==> config.mk <==
export PLATFORM = sky130hd
export DESIGN_NAME = warp_dispatcher
export DESIGN_NICKNAME = d
export VERILOG_FILES = /design/src/rtl/warp_dispatcher_pkg.sv /design/src/rtl/circular_buffer.sv /design/src/rtl/warp_dispatcher_core_slot.sv /design/src/rtl/warp_dispatcher.sv
export SDC_FILE = /design/constraint.sdc
export NUM_CORES = 1
export LEC_CHECK = 0
export ABC_AREA = 1
export CAP_MARGIN = 5
export CORE_ASPECT_RATIO = 1.1
export CORE_MARGIN = 2
export CORE_UTILIZATION = 59
export CTS_BUF_LIST = sky130_fd_sc_hd__clkbuf_8
export CTS_CLUSTER_DIAMETER = 40
export CTS_CLUSTER_SIZE = 30
export DETAILED_ROUTE_END_ITERATION = 12
export HOLD_SLACK_MARGIN = 0.05
export PLACE_DENSITY_LB_ADDON = 0.3
export SLEW_MARGIN = 20
export SYNTH_ARGS = -nofsm -noshare
export SYNTH_HDL_FRONTEND = slang
export SYNTH_SLANG_ARGS = --single-unit
==> constraint.sdc <==
create_clock -name clk -period 15.9 [get_ports clk]
set_clock_uncertainty 0.2 [all_clocks]
set_input_delay 3.18 -clock clk [delete_from_list [all_inputs] [get_ports clk]]
set_output_delay 3.18 -clock clk [all_outputs]
set_load 0.1 [all_outputs]
==> src/rtl/warp_dispatcher_pkg.sv <==
// rtl/warp_dispatcher_pkg.sv - shared kernel descriptor, core/lane sizing and lane-mask helper
package warp_dispatcher_pkg;
  localparam int NUM_SIMD_CORES    = 4;
  localparam int LOG2_SIMD_CORES   = 2;
  localparam int THREAD_COUNT      = 8;
  localparam int LOG2_THREAD_COUNT = 3;

  localparam logic [3:0] NO_WARP = 4'b1111;

  typedef struct packed {
    logic [31:0]                  start_pc;
    logic [LOG2_THREAD_COUNT-1:0] thread_count;
    logic [3:0]                   warp_id;
  } kernel_t;

  // (1 << count) - 1 evaluated at lane width, so count = THREAD_COUNT-1 gives all but the top lane.
  function automatic logic [THREAD_COUNT-1:0] lane_mask(input logic [LOG2_THREAD_COUNT-1:0] count);
    logic [THREAD_COUNT-1:0] one;
    one = THREAD_COUNT'(1);
    return (one << count) - one;
  endfunction
endpackage

==> src/rtl/circular_buffer.sv <==
// rtl/circular_buffer.sv - power-of-two FIFO; a push on a full buffer lands only when a pop happens the same cycle
module circular_buffer #(
  parameter int  SIZE = 4,
  parameter type T    = logic [7:0]
) (
  input  logic clk,
  input  logic rst,
  input  logic push,
  input  T     data_in,
  input  logic pop,
  output T     data_out,
  output logic full,
  output logic empty
);
  localparam int AW = $clog2(SIZE);

  T               mem [SIZE];
  logic [AW-1:0]  wr_ptr;
  logic [AW-1:0]  rd_ptr;
  logic [AW:0]    count;
  logic           do_push;
  logic           do_pop;

  assign full     = (count == (AW+1)'(SIZE));
  assign empty    = (count == '0);
  assign do_pop   = pop && !empty;
  assign do_push  = push && (!full || do_pop);
  assign data_out = mem[rd_ptr];

  always_ff @(posedge clk or posedge rst) begin
    if (rst) begin
      wr_ptr <= '0;
      rd_ptr <= '0;
      count  <= '0;
    end else begin
      if (do_push) wr_ptr <= wr_ptr + 1'b1;
      if (do_pop)  rd_ptr <= rd_ptr + 1'b1;
      count <= count + (AW+1)'(do_push) - (AW+1)'(do_pop);
    end
  end

  always_ff @(posedge clk) begin
    if (do_push) mem[wr_ptr] <= data_in;
  end
endmodule

==> src/rtl/warp_dispatcher_core_slot.sv <==
// rtl/warp_dispatcher_core_slot.sv - core_slot: per-core launch/run/retire tracker
module core_slot
  import warp_dispatcher_pkg::*;
(
  input  logic                    clk,
  input  logic                    rst,
  input  logic                    grant,
  input  kernel_t                 kernel,
  input  logic                    done,
  output logic                    idle,
  output logic                    start,
  output logic [31:0]             pc,
  output logic [THREAD_COUNT-1:0] thread_mask,
  output logic [3:0]              warp_id,
  output logic [3:0]              finished_warp_id
);
  typedef enum logic [1:0] {IDLE, LAUNCH, RUNNING, RETIRE} slot_state_t;

  slot_state_t state;
  slot_state_t state_next;

  always_ff @(posedge clk or posedge rst) begin
    if (rst) state <= IDLE;
    else     state <= state_next;
  end

  always_comb begin
    state_next       = state;
    idle             = 1'b0;
    start            = 1'b0;
    finished_warp_id = NO_WARP;
    case (state)
      IDLE: begin
        idle = 1'b1;
        if (grant) state_next = LAUNCH;
      end
      LAUNCH: begin
        start      = 1'b1;
        state_next = RUNNING;
      end
      RUNNING: begin
        if (done) state_next = RETIRE;
      end
      RETIRE: begin
        finished_warp_id = warp_id;
        state_next       = IDLE;
      end
      default: state_next = IDLE;
    endcase
  end

  // PC is left in place on retire; only the warp id and lane mask are cleared.
  always_ff @(posedge clk or posedge rst) begin
    if (rst) begin
      pc          <= '0;
      thread_mask <= '0;
      warp_id     <= NO_WARP;
    end else if (state == IDLE && grant) begin
      pc          <= kernel.start_pc;
      thread_mask <= lane_mask(kernel.thread_count);
      warp_id     <= kernel.warp_id;
    end else if (state == RETIRE) begin
      thread_mask <= '0;
      warp_id     <= NO_WARP;
    end
  end
endmodule

==> src/rtl/warp_dispatcher.sv <==
// rtl/warp_dispatcher.sv - queues launched kernels and hands them round-robin to idle SIMD cores
// Optional perf counters: define WARP_DISPATCHER_PERF_EN.
module warp_dispatcher
  import warp_dispatcher_pkg::*;
#(
  parameter int FIFO_DEPTH = 4
) (
  input  logic                                        clk,
  input  logic                                        rst,
  input  logic                                        valid_kernel,
  input  kernel_t                                     kernel_in,
  input  logic [NUM_SIMD_CORES-1:0]                   core_done,
  output logic                                        dispatch_ready,
  output logic [NUM_SIMD_CORES-1:0]                   core_start,
  output logic [NUM_SIMD_CORES-1:0][31:0]             core_pc,
  output logic [NUM_SIMD_CORES-1:0][THREAD_COUNT-1:0] core_thread_mask,
  output logic [NUM_SIMD_CORES-1:0][3:0]              core_warp_id,
  output logic [NUM_SIMD_CORES-1:0][3:0]              finished_warp_id,
  output logic                                        overflow
`ifdef WARP_DISPATCHER_PERF_EN
  ,
  output logic [31:0]                                 perf_dispatched,
  output logic [31:0]                                 perf_stall_cycles
`endif
);
  kernel_t                     head;
  logic                        full;
  logic                        empty;
  logic                        accept;
  logic [NUM_SIMD_CORES-1:0]   idle_vec;
  logic [NUM_SIMD_CORES-1:0]   grant_vec;
  logic                        grant_valid;
  logic [LOG2_SIMD_CORES-1:0]  grant_idx;
  logic [LOG2_SIMD_CORES-1:0]  rr;

  // Invalid descriptors never reach the queue, so they can neither launch nor overflow it.
  assign accept = valid_kernel && (kernel_in.thread_count != '0) && (kernel_in.warp_id != NO_WARP);

  circular_buffer #(
    .SIZE (FIFO_DEPTH),
    .T    (kernel_t)
  ) u_fifo (
    .clk      (clk),
    .rst      (rst),
    .push     (accept),
    .data_in  (kernel_in),
    .pop      (grant_valid),
    .data_out (head),
    .full     (full),
    .empty    (empty)
  );

  assign dispatch_ready = !full;

  always_comb begin
    logic [LOG2_SIMD_CORES-1:0] cand;
    grant_valid = 1'b0;
    grant_idx   = '0;
    grant_vec   = '0;
    cand        = '0;
    if (!empty) begin
      for (int i = 0; i < NUM_SIMD_CORES; i++) begin
        cand = rr + i[LOG2_SIMD_CORES-1:0];
        if (!grant_valid && idle_vec[cand]) begin
          grant_valid = 1'b1;
          grant_idx   = cand;
        end
      end
    end
    grant_vec[grant_idx] = grant_valid;
  end

  always_ff @(posedge clk or posedge rst) begin
    if (rst) begin
      rr       <= '0;
      overflow <= 1'b0;
    end else begin
      if (grant_valid)                  rr       <= grant_idx + 1'b1;
      if (accept && full && !grant_valid) overflow <= 1'b1;
    end
  end

  for (genvar g = 0; g < NUM_SIMD_CORES; g++) begin : g_slot
    core_slot u_slot (
      .clk              (clk),
      .rst              (rst),
      .grant            (grant_vec[g]),
      .kernel           (head),
      .done             (core_done[g]),
      .idle             (idle_vec[g]),
      .start            (core_start[g]),
      .pc               (core_pc[g]),
      .thread_mask      (core_thread_mask[g]),
      .warp_id          (core_warp_id[g]),
      .finished_warp_id (finished_warp_id[g])
    );
  end

`ifdef WARP_DISPATCHER_PERF_EN
  always_ff @(posedge clk or posedge rst) begin
    if (rst) begin
      perf_dispatched   <= '0;
      perf_stall_cycles <= '0;
    end else begin
      if (grant_valid && perf_dispatched != '1)
        perf_dispatched <= perf_dispatched + 32'd1;
      if (!empty && idle_vec == '0 && perf_stall_cycles != '1)
        perf_stall_cycles <= perf_stall_cycles + 32'd1;
    end
  end
`endif
endmodule

==> results.md <==
| Metric | Value |
| --- | --- |
| Outcome | completed |
| Library cells used by synthesis | 40 |
| Nature of the critical path endpoint | output port |
| Number of CTS-inserted buffers | 35 |
| Data required time at the worst endpoint | 12.52 ns |
| Area of the mapped netlist | 14,120 µm² |
| GRT Total Usage | 0.2667 |
| Register bit count reported by yosys | 350 |
| IO Count | 244 |
| Element type at the critical path start | flip-flop |
| Number of H-tree levels | 2 |
| Residual DRC | 0 |
| Tightest Hold Check Type | reg -> reg |
| Most frequent standard cell in the layout excluding fill and tap cells | sky130_fd_sc_hd__nand2_1 |
| Post-synthesis to final-layout area growth | 24.37% |
| Post-CTS Resized | 0 |
| Cell taking the most area after synthesis | sky130_fd_sc_hd__edfxtp_1 |
| Final Hold Viols | 0 |
| Fraction of synthesized cell area taken by the top area cell type | 0.3318 |
| Most area-consuming cells after synthesis | sky130_fd_sc_hd__edfxtp_1 (33%), sky130_fd_sc_hd__dfrtp_1 (32%), sky130_fd_sc_hd__nand2_1 (6.6%) |
| Routed wire length per instance | 18.37 µm |
| Max-slew violation count | 0 |
| Mean Syn Cell Area | 11.05 µm² |
| Via count of the first global-routing pass | 9,409 |
| Metal3 WL | 2069 µm |
| Cell Chain, Critical Path | ha_1 > inv_1 > or2_2 > clkdlybuf4s50_1 |
| Worst relative slew slack | 0.2856 |
| Violation count after the first detailed-route iteration | 887 |
| TritonCTS clock tree | built |
| Worst hold slack across all endpoints | 0.2712 ns |
| End point of the most critical hold path | overflow$_DFFE_PP0P_ |
| Sequential share of the synthesized area | 0.6771 |
| R2R Path Start | u_fifo.rd_ptr[0]$_DFFE_PP0P_ |
| HPWL reported at the end of detailed placement | 22,750 µm |
| Wire length of the first global-routing pass | 51,800 µm |
| Post-synthesis net count | 1,354 |
| Post-layout instance area | 17,560 µm² |
| Min-delay src | overflow$_DFFE_PP0P_ |
| Post-detailed-route count of antenna-violating nets | 0 |
| Setup repair after global routing missed its margin | false |
| Post-layout min period | 6.233 ns |
| Quantity of I/O buffers inserted on ports | 243 |
| Area of the multi-input gates | 3857 µm² |
| Leading cell types in the layout, fill and taps excluded | sky130_fd_sc_hd__nand2_1 (248), sky130_fd_sc_hd__clkdlybuf4s50_1 (243), sky130_fd_sc_hd__o21ai_0 (179), sky130_fd_sc_hd__dfrtp_1 (177), sky130_fd_sc_hd__edfxtp_1 (156) |
| Starting Density | 0.5995 |
| Crit path max-delay cell type | sky130_fd_sc_hd__clkdlybuf4s50_1 |
| Initial antenna violation count | 0 |
| Length in cells of the worst reg-to-reg path | 15 |
| Filler cell count in the final layout | 1,568 |
| Buffer count from post-CTS setup fixing | 0 |
| Leftover overflow at the end of global routing | 0 |
| Sequential Area | 9560 µm² |
| Uppermost layer routed | met4 |
| Post-place instance area | 16,720 µm² |
| Routed via count | 10,130 |
| Highest Clock Rate | 160.4 MHz |
| Fraction of layout cells with a size suffix above 1 | 0.08727 |
| Maximum clock insertion buffer count | 3 |
| Count of mapped cells out of synthesis | 1,278 |
| Worst Hold Path Cells | 1 |
| Number of violations of the max-capacitance limit | 0 |
| Routed metal-1 wire length | 14,370 µm |
| Die extent in y | 166.2 µm |
| Cell Rows | 59 |
| Core region area | 23,550 µm² |
| Worst-path fanout max | 12 |
| Util after Layout | 0.7457 |
| Post-Route Setup TNS | 0 ns |
| Total number of yosys warnings | 0 |
| Die span in x | 151.5 µm |
| Longest individual stage delay on the worst path | 1.13 ns |
| Endpoint of the most critical register-to-register path | g_slot[3].u_slot.thread_mask[6]$_DFFE_PP0P_ |
| DR pass1 iterations | 5 |
| Setup-failing EPs final | 0 |
| Antenna diode instance count | 0 |
| Actual transition at the worst max-transition pin | 1.068 ns |
| Area of the die | 25,180 µm² |
| Total Wirelength | 33,590 µm |
| Met2 wire length | 16,090 µm |
| Number of sinks driven by the clock tree | 350 |
| Clock Pin Slew Worst Setup and Hold Paths | 0.09 ns |
| Worst setup path class | reg -> out |
| Number of nets in the layout | 1,575 |
| Final GP Congestion | 0.8513 |
| Crit share post-route | 0.3920 |
| Register-to-register setup slack | 11.89 ns |
| Latest clock arrival within the worst-skew pair | 0.55 ns |
| Total of hold buffers inserted after clock tree synthesis | 0 |
| Pin count of the biggest net entering global routing | 124 |
| Vias per cell | 5.538 |
| CTS root buffer | sky130_fd_sc_hd__clkbuf_8 |
| Data arrival time of the critical path | 2.85 ns |
## worst max-delay path by stage
stage / from / end / slack (ns) / cells past startpoint
floorplan: rst / g_slot[0].u_slot.pc[0]$_DFFE_PP0N_ / 7.26 / 1
CTS: g_slot[1].u_slot.state[0]$_DFFE_PP0P_ / finished_warp_id[7] / 9.64 / 4
global placement: kernel_in[4] / u_fifo.mem[1][17]$_DFFE_PP_ / 9.83 / 5
detailed placement: kernel_in[4] / u_fifo.mem[1][17]$_DFFE_PP_ / 9.89 / 6
finish: g_slot[1].u_slot.state[0]$_DFFE_PP0P_ / finished_warp_id[7] / 9.67 / 4
global route: g_slot[3].u_slot.state[0]$_DFFE_PP0P_ / finished_warp_id[13] / 9.54 / 4
## cells in the mapped netlist (all sizes together)
cell type    n
nand2      252
o21ai      226
dfrtp      178
edfxtp     156
nor2       103
inv         97
nand3       53
o22ai       41
buf         37
clkbuf      34
ha          29
or2         18
dfstp       16
a21oi       13
nand3b       6
xor2         4
a32oi        3
nand4        2
xnor2        2
a31o         1
a31oi        1
a41oi        1
clkinv       1
fa           1
nor3         1
o21bai       1
o31ai        1
## routing by layer
metal / GRT usage / vias to the layer above
met5: 0 / -
met4: 0.08333 / 0
met3: 0.03736 / 70
met2: 0.4273 / 376
met1: 0.3843 / 4926
li1: - / 4757
## layout make-up
cell class,instances,area share
clock inverter,26,0.01974
sequential,350,0.5445
timing repair buffer,255,0.1448
tap,305,0.02173
inverter,98,0.02138
multi-input combinational,759,0.2197
clock buffer,36,0.02822
## stage by stage
| step | worst slack (ns) | cells |
|---|---|---|
| floorplan | 7.263 | 1278 |
| global placement | 9.833 | 1766 |
| detailed placement | 9.891 | 1767 |
| CTS | 9.643 | 1829 |
| global route | 9.542 | 1829 |
| finish | 9.667 | 1829 |
## worst max-delay path: cells and delay by family, from the launching register on
family	cells	cell delay [ns]
DFF	1	0.42
adders and majority gates	1	0.20
and+or+nand+nor	1	0.20
buffers and inverters	2	1.51
## logic make-up after synthesis
family,share of synthesized area
AOI/OAI and AO/OA,0.1088
xor gates and xnor gates,0.003722
adders and majority gates,0.02712
buffers and inverters,0.05255
DFF,0.6771
and+or+nand+nor,0.1307
## registers in the layout (all words and copies together) (netlist names)
register / cells
g_slot.u_slot.pc: 128
g_slot.u_slot.state: 8
g_slot.u_slot.thread_mask: 32
g_slot.u_slot.warp_id: 16
overflow: 1
rr: 2
u_fifo.count: 3
u_fifo.mem: 156
u_fifo.rd_ptr: 2
u_fifo.wr_ptr: 2
Power is not shown: default switching activity piles up to over one toggle a cycle in this logic, so the estimate is an artifact.
==> edit: new RTL, same flow settings <==
Register the output `overflow` once more, cleared by the reset; this adds one clock of latency there. The other outputs are not delayed to match.
--- a/src/rtl/warp_dispatcher.sv
+++ b/src/rtl/warp_dispatcher.sv
@@ -24,4 +24,6 @@
 `endif
 );
+
+  logic overflow_s0;
   kernel_t                     head;
   logic                        full;
@@ -74,8 +76,8 @@
     if (rst) begin
       rr       <= '0;
-      overflow <= 1'b0;
+      overflow_s0 <= 1'b0;
     end else begin
       if (grant_valid)                  rr       <= grant_idx + 1'b1;
-      if (accept && full && !grant_valid) overflow <= 1'b1;
+      if (accept && full && !grant_valid) overflow_s0 <= 1'b1;
     end
   end
@@ -110,4 +112,12 @@
   end
 `endif
+  always_ff @(posedge clk or posedge rst) begin
+    if (rst) begin
+      overflow <= '0;
+    end else begin
+      overflow <= overflow_s0;
+    end
+  end
+
 endmodule
 
Behaviour: same outputs for any inputs over 4 cycles, from zero or initial values and one cycle with rst high; that may be too few to reach the edited logic, so the function may still have changed.
==> edit against the original RTL <==
Fmax is 0.29% lower; final area hardly changed; die area is 0.17% higher; final cell count hardly changed; wire length is 2.0% higher; sequential cell count is 1 higher; worst setup slack worse by 18 ps; count of clock-buffer cells in the layout is 4 higher; area after synthesis is 0.18% higher; sequential share of layout area is 0.17 points higher; critical path type unchanged; critical endpoint unchanged; largest cell class unchanged.
Power is left out: the tool's default activity adds up to more than one toggle a clock period on the data nets, which glitch-free logic cannot reach.
==> edit: results (changes against the original RTL) <==
[status]
outcome=complete, no violations  ; unchanged

[grt]
grt_max_degree=126  ; was 124
grt_pass1_vias=9809  ; was 9409
grt_overflow=0  ; unchanged
met2_usage=0.432  ; was 0.427
grt_pass1_wl_um=53500  ; was 51800 um
grtUsageTotal=0.275  ; was 0.267
grtUsageMet1=0.387  ; was 0.384
antenna_found_initial=1  ; was 0
grt_use_met3=0.0440  ; was 0.0374

[route]
drt_first_pass_iters=5  ; unchanged
first_iter_violations=840  ; was 887
wire_per_inst_um=18.7  ; was 18.4 um
viasPerCell=5.59  ; was 5.54

[layout]
drive_above_1_share=0.0846  ; was 0.0873
diodes=0  ; unchanged
final_nets=1576  ; was 1575

[clock_network]
post_cts_buffers=0  ; unchanged
clk_pin_slew_ps=90  ; about the same
clock_path_buffers=3  ; unchanged
cts.repair.resized=0  ; unchanged
numCtsBuffers=35  ; unchanged
cts_root_buffer=clkbuf_8  ; unchanged
htreeDepth=2  ; unchanged

[worst_setup_path]
r2r_setup_slack_ps=12010  ; was 11890 ps
critPathLaunch=g_slot[1].u_slot.state[0]  ; unchanged
r2r_start=g_slot[3].u_slot.state[0]  ; was u_fifo.rd_ptr[0]
crit_family=buffers and inverters  ; unchanged
slowest_stage=clkdlybuf4s50_1  ; unchanged
crit_fanout=12  ; unchanged
worstSetupEndpoint=finished_warp_id[7]  ; unchanged
r2r_end=g_slot[1].u_slot.warp_id[1]  ; was g_slot[3].u_slot.thread_mask[6]
reg2reg_depth=18  ; was 15

[place]
hpwl_um=23100  ; was 22700 um
numPortBuffers=243  ; unchanged
globalplace.congestion=0.880  ; was 0.851
place_ws_ps=9800  ; was 9890 ps

[synth]
synth_ff_type=dfrtp_1  ; unchanged
yosys_warnings=0  ; unchanged
synth_common_cells=248 x nand2_1, 179 x dfrtp_1, 179 x o21ai_0  ; was 248 x nand2_1, 179 x o21ai_0, 178 x dfrtp_1
async_flop_share=0.556  ; was 0.554
synth-edff-count=156  ; unchanged
synthesis.nets=1355  ; was 1354
synth_cell_types=40  ; unchanged
ys_seq_area_frac=0.678  ; was 0.677
synth_area_leaders=edfxtp_1 33%, dfrtp_1 32%, nand2_1 6.6%  ; unchanged

[min_path]
worstHoldStart=overflow_s0  ; was overflow
hp-class=flop to flop  ; unchanged

[floorplanning]
start_util=0.599  ; was 0.600

[sta]
fmax_mhz=160  ; about the same
worstMarginPinSlew_ps=1080  ; was 1070 ps

-- edit: changes by cell type in the layout (fill, tap and decap cells not counted), moves of 3 or more --
cell      change
inv_8         -3
clkinv_4      -4
inv_1         +4
clkinv_8      -3
clkbuf_8      +4
-- edit: per-layer routing --
metal	vias to the layer above	part of all wire
met5	-	0
met4	0	0.040
met3	84	0.074
met2	446	0.48
li1	4752	-
met1	4946	0.41
-- edit: layout make-up --
type | instances | area [um2]
Sequential cell | 351 | 9590
Fill cell | 1595 | 6070
Multi-Input combinational cell | 759 | 3860
Timing Repair Buffer | 255 | 2540
Clock buffer | 40 | 551
Tap cell | 305 | 382
Inverter | 98 | 375
Clock inverter | 22 | 258
-- edit: cells by family after synthesis --
kind of cell / Yosys count / share of synthesized area
flip-flops: 351 / 0.678
XOR/XNOR: 6 / 0.00372
AND/OR/NAND/NOR: 435 / 0.130
buffers and inverters: 169 / 0.0525
adder cells (fa/ha/maj): 30 / 0.0271
AO/OA/AOI/OAI: 288 / 0.109
-- edit: worst min-delay path by stage --
stage                    end  slack [ps]  depth (start not counted)
global placement    overflow         190                          0
floorplan           overflow         150                          0
CTS                 overflow         210                          0
detailed placement  overflow         190                          0
finish              overflow         210                          0
global route        overflow         230                          0
-- edit: per-stage QoR --
| stage | instances | cell area (um2) |
|---|---|---|
| 2_1_floorplan | 1279 | 14100 |
| 3_3_place_gp | 1767 | 16700 |
| 3_5_place_dp | 1768 | 16700 |
| 4_1_cts | 1830 | 17600 |
| 5_1_grt | 1830 | 17600 |
| 6_report | 1830 | 17600 |
